<file path="config.mk">
export PLATFORM = sky130hd
export DESIGN_NAME = fwd_hazard_unit
export DESIGN_NICKNAME = d
export VERILOG_FILES = /design/src/rtl/fwd_hazard_unit.sv
export SDC_FILE = /design/constraint.sdc
export NUM_CORES = 1
export LEC_CHECK = 0
export CELL_PAD_IN_SITES_DETAIL_PLACEMENT = 1
export CELL_PAD_IN_SITES_GLOBAL_PLACEMENT = 1
export CORE_MARGIN = 5
export CORE_UTILIZATION = 39
export DETAILED_ROUTE_END_ITERATION = 10
export PLACE_DENSITY_LB_ADDON = 0.1
export SYNTH_ARGS = -nofsm -noshare
export SYNTH_HDL_FRONTEND = slang
export SYNTH_SLANG_ARGS = --single-unit
</file>
<file path="constraint.sdc">
create_clock -name i_clk -period 2.3 [get_ports i_clk]
set_input_delay 0.46 -clock i_clk [delete_from_list [all_inputs] [get_ports i_clk]]
set_output_delay 0.46 -clock i_clk [all_outputs]
set_load 0.01 [all_outputs]
</file>
<file path="src/rtl/fwd_hazard_unit.sv">
// fwd_hazard_unit
// Forwarding and load-use hazard controller for a 5-stage pipeline.
// Tracks the instructions in EX, MEM and WB. Drives the EX operand mux
// selects. Raises a one-cycle stall when an instruction in ID uses the
// result of a load that is still in EX. Counts stall cycles (saturating).
//
// Ports
//   i_clk            clock, rising edge
//   i_reset          synchronous active-high reset
//   i_id_valid       ID holds a real instruction
//   i_id_rs1/rs2/rd  register fields of the ID instruction
//   i_id_reg_write   ID instruction writes rd
//   i_id_mem_read    ID instruction is a load
//   i_flush          taken branch/jump, kills the ID instruction
//   o_stall_out      hold PC and IF/ID this cycle
//   o_fwd_a_sel      EX operand A select (00 ID/EX, 01 WB, 10 EX/MEM)
//   o_fwd_b_sel      EX operand B select (same encoding)
//   o_stall_count    saturating count of stall cycles
module fwd_hazard_unit #(
    parameter int REG_AW = 5,
    parameter int CNT_W  = 32
) (
    input  logic              i_clk,
    input  logic              i_reset,
    input  logic              i_id_valid,
    input  logic [REG_AW-1:0] i_id_rs1,
    input  logic [REG_AW-1:0] i_id_rs2,
    input  logic [REG_AW-1:0] i_id_rd,
    input  logic              i_id_reg_write,
    input  logic              i_id_mem_read,
    input  logic              i_flush,
    output logic              o_stall_out,
    output logic [1:0]        o_fwd_a_sel,
    output logic [1:0]        o_fwd_b_sel,
    output logic [CNT_W-1:0]  o_stall_count
);

    localparam logic [1:0] SEL_IDEX  = 2'b00;
    localparam logic [1:0] SEL_WB    = 2'b01;
    localparam logic [1:0] SEL_EXMEM = 2'b10;

    logic              r_ex_valid;
    logic [REG_AW-1:0] r_ex_rs1;
    logic [REG_AW-1:0] r_ex_rs2;
    logic [REG_AW-1:0] r_ex_rd;
    logic              r_ex_reg_write;
    logic              r_ex_mem_read;

    logic              r_mem_valid;
    logic [REG_AW-1:0] r_mem_rd;
    logic              r_mem_reg_write;
    logic              r_mem_mem_read;

    logic              r_wb_valid;
    logic [REG_AW-1:0] r_wb_rd;
    logic              r_wb_reg_write;

    logic [CNT_W-1:0]  r_stall_count;

    logic              w_mem_writes;
    logic              w_wb_writes;
    logic              w_load_use;
    logic              w_stall;
    logic              w_bubble;
    logic              w_mem_load_hits_ex;

    // x0 is hardwired to zero, so a write to it never forwards.
    assign w_mem_writes = r_mem_valid && r_mem_reg_write && (r_mem_rd != '0);
    assign w_wb_writes  = r_wb_valid  && r_wb_reg_write  && (r_wb_rd  != '0);

    assign w_load_use = r_ex_valid && r_ex_mem_read && r_ex_reg_write &&
                        (r_ex_rd != '0) && i_id_valid &&
                        ((r_ex_rd == i_id_rs1) || (r_ex_rd == i_id_rs2));

    // A flushed ID instruction is discarded anyway, so stalling it is pointless.
    assign w_stall  = w_load_use && !i_flush;
    assign w_bubble = w_stall || i_flush || !i_id_valid;

    // MEM is checked first: it holds the younger of two writes to the same register.
    always_comb begin
        o_fwd_a_sel = SEL_IDEX;
        o_fwd_b_sel = SEL_IDEX;
        if (r_ex_valid) begin
            if (w_mem_writes && (r_mem_rd == r_ex_rs1)) begin
                o_fwd_a_sel = SEL_EXMEM;
            end else if (w_wb_writes && (r_wb_rd == r_ex_rs1)) begin
                o_fwd_a_sel = SEL_WB;
            end
            if (w_mem_writes && (r_mem_rd == r_ex_rs2)) begin
                o_fwd_b_sel = SEL_EXMEM;
            end else if (w_wb_writes && (r_wb_rd == r_ex_rs2)) begin
                o_fwd_b_sel = SEL_WB;
            end
        end
    end

    always_ff @(posedge i_clk) begin
        if (i_reset) begin
            r_ex_valid      <= 1'b0;
            r_ex_rs1        <= '0;
            r_ex_rs2        <= '0;
            r_ex_rd         <= '0;
            r_ex_reg_write  <= 1'b0;
            r_ex_mem_read   <= 1'b0;
            r_mem_valid     <= 1'b0;
            r_mem_rd        <= '0;
            r_mem_reg_write <= 1'b0;
            r_mem_mem_read  <= 1'b0;
            r_wb_valid      <= 1'b0;
            r_wb_rd         <= '0;
            r_wb_reg_write  <= 1'b0;
            r_stall_count   <= '0;
        end else begin
            r_wb_valid      <= r_mem_valid;
            r_wb_rd         <= r_mem_rd;
            r_wb_reg_write  <= r_mem_reg_write;
            r_mem_valid     <= r_ex_valid;
            r_mem_rd        <= r_ex_rd;
            r_mem_reg_write <= r_ex_reg_write;
            r_mem_mem_read  <= r_ex_mem_read;
            if (w_bubble) begin
                r_ex_valid     <= 1'b0;
                r_ex_rs1       <= '0;
                r_ex_rs2       <= '0;
                r_ex_rd        <= '0;
                r_ex_reg_write <= 1'b0;
                r_ex_mem_read  <= 1'b0;
            end else begin
                r_ex_valid     <= 1'b1;
                r_ex_rs1       <= i_id_rs1;
                r_ex_rs2       <= i_id_rs2;
                r_ex_rd        <= i_id_rd;
                r_ex_reg_write <= i_id_reg_write;
                r_ex_mem_read  <= i_id_mem_read;
            end
            if (w_stall && (r_stall_count != '1)) begin
                r_stall_count <= r_stall_count + {{(CNT_W-1){1'b0}}, 1'b1};
            end
        end
    end

    assign o_stall_out   = w_stall;
    assign o_stall_count = r_stall_count;

    // The load-use stall guarantees a load in MEM never feeds the EX sources;
    // forwarding its (address) ALU result would be wrong data.
    assign w_mem_load_hits_ex = r_mem_valid && r_mem_mem_read && w_mem_writes &&
                                r_ex_valid &&
                                ((r_mem_rd == r_ex_rs1) || (r_mem_rd == r_ex_rs2));

    always @(posedge i_clk) begin
        if (!i_reset) begin
            assert (!w_mem_load_hits_ex);
        end
    end

endmodule

</file>
=== Yosys cells after proc, flatten, opt, wreduce, memory -nomap -nowiden ===
Cells that the tools add are included.

* RAM bits: 0
* Output and inout port bits: 37
* Register bits after elaboration: 64
* Bits in read-only memories: 0
* Bits in latches: 0
* Memories kept: 0

* Equal/unequal tests: 7
* Shift-type cells: 0
* Order comparisons: 0
* Reductions and logical operators: 24
* Add/subtract/negate cells: 1
* Div/mod/pow operators: 0
* Multiply operators: 0
* Bitwise gates (word level): 0
* Muxes and demuxes: 7

{| class="wikitable"
|+ Operators with widths
! kind !! number
|-
| adder 32 x 1 -> 32 bit, second input constant || 1
|-
| != test 32 bit, second input constant || 1
|-
| == test 5 bit || 6
|-
| logical AND 1 bit || 15
|-
| nonzero test 5 bit || 3
|-
| 2-to-1 mux 2 bit || 4
|-
| logical OR 1 bit || 3
|-
| 2-to-1 mux 1 bit || 3
|-
| zero test 1 bit || 2
|-
| OR reduction 2 bit || 1
|}

=== Depth between registers and ports, before layout ===
* Word-level depth: 9
* Mapped depth: 8

=== Worst setup path before layout ===
No wires, ideal clock.

* Path type: reg-to-reg
* Start point: register r_stall_count[8] (netlist: o_stall_count[8])
* End point: register r_stall_count[11] (netlist: o_stall_count[11])
* Arrival: 2.016 ns
* Library setup time: 0.123 ns
* Setup slack: 0.160 ns
* Buffers on the path: 1
* Data required time: 2.177 ns
* Clock period less this slack: 2.140 ns
* Cell stages (with the launch flop): 8
* Path through: dfxtp_1 nand4_2 or3_1 buf_2 nor4_1 nor4_2 nand4_1 mux2_1

* Longest elaborated chain between the ends: 2
* Elaborated cells on any way between the ends: 3
* Those cells by class: add/sub (1); eq/ne (1); reduce/logical (1)

{| class="wikitable"
|+ Ends and longest elaborated chain
! element !! RTL line !! source
|-
| from (decl) || 58 || <nowiki>logic [CNT_W-1:0] r_stall_count;</nowiki>
|-
| from (signal assigned) || 137 || <nowiki>r_stall_count <= r_stall_count + {{(CNT_W-1){1'b0}}, 1'b1};</nowiki>
|-
| branches (longest 2 deep; another with adder 32 x 1 -> 32 bit) || n/a ||
|}

Several ways; the timed one is not identified.
A chain may end at the register's enable or synchronous reset.

=== Final worst setup path ===
* Start point: register r_wb_rd[3]
* End point: output o_fwd_a_sel[0]

* Longest elaborated chain between the ends: 6
* Elaborated cells on any way between the ends: 7
* Those cells by class: eq/ne (1); mux (3); reduce/logical (3)

{| class="wikitable"
|+ Ends and longest elaborated chain
! element !! RTL line !! source
|-
| from (decl) || 55 || <nowiki>logic [REG_AW-1:0] r_wb_rd;</nowiki>
|-
| from (signal assigned) || 115 || <nowiki>r_wb_rd <= r_mem_rd;</nowiki>
|-
| nonzero test 5 bit || 69 || <nowiki>assign w_wb_writes = r_wb_valid && r_wb_reg_write && (r_wb_rd != '0);</nowiki>
|-
| logical AND 1 bit || 69 ||
|-
| logical AND 1 bit * || 86 || <nowiki>end else if (w_wb_writes && (r_wb_rd == r_ex_rs1)) begin</nowiki>
|-
| 2-to-1 mux 1 bit * || 86 ||
|-
| 2-to-1 mux 2 bit * || 84 || <nowiki>if (w_mem_writes && (r_mem_rd == r_ex_rs1)) begin</nowiki>
|-
| 2-to-1 mux 2 bit * || 83 || <nowiki>if (r_ex_valid) begin</nowiki>
|-
| to (decl) || 33 || <nowiki>output logic [1:0] o_fwd_a_sel,</nowiki>
|}

Mark *: on every way between the ends. The rest lies on a longest branch, timed or not.

==> summary.md <==
| Metric | Value |
|---|---|
| Outcome | finished, violations left |
| Violated checks | setup timing |
| Final setup fails | 4 |
| IO buf count | 57 |
| Rows | 31 |
| Initial Util | ~40% |
| ANT cells | 0 |
| GR Overflow Total | 0 |
| Iter 0 DRT Violations | 67 |
| Flop2flop setup slack | 0.14 ns |
| Hpwl dp | 6370 µm |
| Placed Area | between 3000 and 4000 µm² |
| Worst Tran Pin Value | 0.356 ns |
| Top Ports | 58 |
| Area grow syn2layout | 42.3% |
| Number of global-route vias before repair | between 2000 and 3000 |
| CTS sink cnt | 64 |
| Cell total after placement | between 500 and 600 |
| HP Class | in -> reg |
| RePlAce Congestion | between 0.8 and 0.9 |
| Crit Path Category | reg -> out |
| RSZ-0062 raised after global routing | true |
| Final Max Slew Viols | 0 |
| CP Capture Type | primary output |
| Initial antenna violation count | 0 |
| Layout cells sized above 1 | 22.0% |
| Clk root buf | clkbuf_8 |
| Number of detailed-route iterations in the first pass | 4 |
| Vias | ~2700 |
| Synth unique cells | between 40 and 50 |
| Seq/Total Area, Yosys | 43.8% |
| Wire length per cell | between 15 and 20 µm |
| Num CTS Buffers | 9 |
| H-Tree Depth | 3 |
| YS warnings | 0 |
| Max_slew headroom | between 70% and 80% |
| Die Y | a little under 100 µm |
| Period utilization | 106% |
| Crit-path max FO | 2 |
| CTS tree | yes |
| Post-CTS Hold Fix Bufs | 0 |
| Achievable Freq | ~0.41 GHz |
| Full die area | around 9300 µm² |
| Max_cap viols | 0 |
| Final worst slack | -0.143 ns |
| TNS Setup | -0.430 ns |
| Non-Filler Instances | approximately 530 |
| Lkg Pwr | between 1.5 and 2 nW |
| Post-Syn Area | about 2900 µm² |
| Clk_lat worst skew | approximately 0.34 ns |
| Post-layout net count | 445 |
| Core area | 7290 µm² |
| Global-route wire length before repair | approximately 14000 µm |
| Clock tree buffer depth | 2 |
| Yosys reg bits | 64 |
| Minimum clock period | about 2.4 ns |
| Syn_nets | around 340 |
| PD cells | 538 nW/µm² |
| Dpl ws | -0.330 ns |
| Worst Setup Start Kind | flip-flop |
| Final Hold Fails | 0 |
| Final hold slack | approximately 0.43 ns |
| Critical Path RT | approximately 1.8 ns |
| Clock transition at path regs | ~0.08 ns |
| Antenna Nets Post-Route | 0 |
| Routed WL | approximately 8500 µm |
| Die span in x | 96.6 µm |
| Setup Skew | 0.0125 ns |
| WP data arrival | between 1.5 and 2 ns |
| Worst VDD drop | 0.277 mV |
| Global Route Usage Sum | 19.4% |
| Cells after synthesis | 320 |
| Vias/cell | 5.15 |
| Pin count of the biggest net entering global routing | 26 |
| Post-Layout Inst Area | between 4000 and 5000 µm² |
| Mean Syn Cell Area | 9.13 µm² |
| DRC viols | 0 |
registers in the layout, indices dropped and copies added (netlist names):
signal	count
r_ex_rd	5
r_ex_reg_write	1
r_ex_rs1	5
r_mem_valid	1
r_mem_reg_write	1
r_ex_rs2	5
r_ex_mem_read	1
r_wb_rd	5
r_wb_valid	1
r_ex_valid	1
r_wb_reg_write	1
r_mem_rd	5
o_stall_count	32
path summary, 6_finish.rpt:
path	depth (start not counted)	to	from
worst max register to register	6	o_stall_count[25]$_SDFFE_PP0P_	o_stall_count[9]$_SDFFE_PP0P_
worst min register to register	1	r_mem_reg_write$_SDFF_PP0_	r_ex_reg_write$_SDFF_PP0_
worst min-delay path	2	r_ex_rs1[4]$_SDFF_PP0_	i_id_rs1[4]
worst max-delay path	5	o_fwd_a_sel[0]	r_wb_rd[3]$_SDFF_PP0_
synth_stat cells:
| library cell | instances | area [µm²] |
|---|---|---|
| nor3_1 | 4 | 20.0 |
| o22a_1 | 1 | 8.76 |
| nand4_2 | 1 | 12.5 |
| nand3b_1 | 2 | 15.0 |
| and4_1 | 2 | 17.5 |
| mux2_1 | 1 | 11.3 |
| nor4b_1 | 1 | 8.76 |
| o21ai_0 | 14 | 70.1 |
| nor2b_1 | 16 | 100 |
| a21oi_1 | 18 | 90.1 |
| dfxtp_1 | 64 | 1280 |
| nor4_2 | 3 | 37.5 |
| a2111o_1 | 1 | 11.3 |
| a211oi_1 | 1 | 7.51 |
| nor4b_2 | 1 | 15.0 |
| nand2_1 | 12 | 45.0 |
| nor4b_4 | 1 | 23.8 |
| mux2i_1 | 1 | 10.0 |
| o211ai_1 | 1 | 7.51 |
| inv_1 | 3 | 11.3 |
| nor4_1 | 7 | 43.8 |
| buf_1 | 2 | 7.51 |
| o211ai_2 | 1 | 12.5 |
| or2_2 | 2 | 12.5 |
| clkbuf_1 | 5 | 18.8 |
| and2_1 | 19 | 119 |
| ha_1 | 1 | 12.5 |
| o31ai_1 | 4 | 30.0 |
| nand4_1 | 11 | 68.8 |
| xnor2_1 | 22 | 193 |
| o22ai_2 | 1 | 12.5 |
| a31o_2 | 3 | 26.3 |
| nand3_1 | 19 | 95.1 |
| nor2_1 | 25 | 93.8 |
| nor3_2 | 1 | 10.0 |
| and3_1 | 3 | 18.8 |
| buf_2 | 2 | 10.0 |
| o2111ai_1 | 1 | 8.76 |
| or4_1 | 9 | 67.6 |
| xor2_1 | 18 | 158 |
| nand2b_1 | 4 | 25.0 |
| or3_1 | 12 | 75.1 |
cells in the final DEF, fill, tap and decap left out, drive strengths merged:
cell            n
a2111o          1
a211oi          1
a21oi          18
a31o            3
and2           19
and3            3
and4            2
buf            50
bufinv          1
clkbuf         10
clkdlybuf4s50  50
clkinv          3
clkinvlp        1
dfxtp          64
dlymetal6s2s    1
ha              1
inv             4
mux2            1
mux2i           1
nand2          12
nand2b          4
nand3          19
nand3b          2
nand4          12
nor2           25
nor2b          16
nor3            5
nor4           10
nor4b           3
o2111ai         1
o211ai          2
o21ai          14
o22a            1
o22ai           1
o31ai           4
or2             2
or3            12
or4             9
xnor2          22
xor2           18
area by class of cell:
class | count | area [µm²]
Timing Repair Buffer | 101 | 873
Multi-Input combinational cell | 244 | 1670
Tap cell | 99 | 124
Clock inverter | 6 | 68.8
Inverter | 3 | 11.3
Fill cell | 873 | 3130
Clock buffer | 10 | 128
Sequential cell | 64 | 1280
report_power, final:
group	internal (mW)	switching (mW)	total (mW)
sequential	1.12	0.0109	1.13
clock	0.506	0.458	0.965
combinational	0.0787	0.0657	0.144
total	1.70	0.535	2.24
stage by stage:
stage | power (mW) | utilization [%]
CTS | 2.26 | 56.2
finish | 2.24 | 57.1
global placement | 1.29 | 53.3
global route | 2.34 | 57.1
detailed placement | 1.29 | 53.3
floorplan | 1.21 | -
kinds of logic (layout without fill, tap and decap cells):
logic type,after synthesis,after routing,synth area share (%)
xor+xnor,40,40,12.0
flops,64,64,43.8
buf+inv,12,120,1.63
fa+ha+maj,1,1,0.428
compound gates,46,46,9.76
simple gates,155,155,31.6
mux,2,2,0.728
repair_timing:
item / 4_1_cts / 5_1_grt
endpoints found under the setup margin: 11 / 15
pin swaps: 9 / 6
gates cloned: 0 / 0
buffers inserted: 3 / 0
gates resized for setup: 25 / 14
critical path: stages (launching register included):
cell and delay [ns]:
dfxtp_1 0.36, or4_4 0.15, o2111ai_2 0.15, or4_4 0.55
nor4_2 0.27, buf_2 0.17
metal layers:
layer	vias up	track usage [%]	wire length, µm	share of wire (%)
li1	1347	-	-	-
met1	1331	21.3	3490	41
met2	29	36.8	4750	56
met3	5	4.34	171	2.0
met4	0	5.49	73	0.86
met5	-	0	0	0
Note: power is estimated with default switching activity, not from simulation.
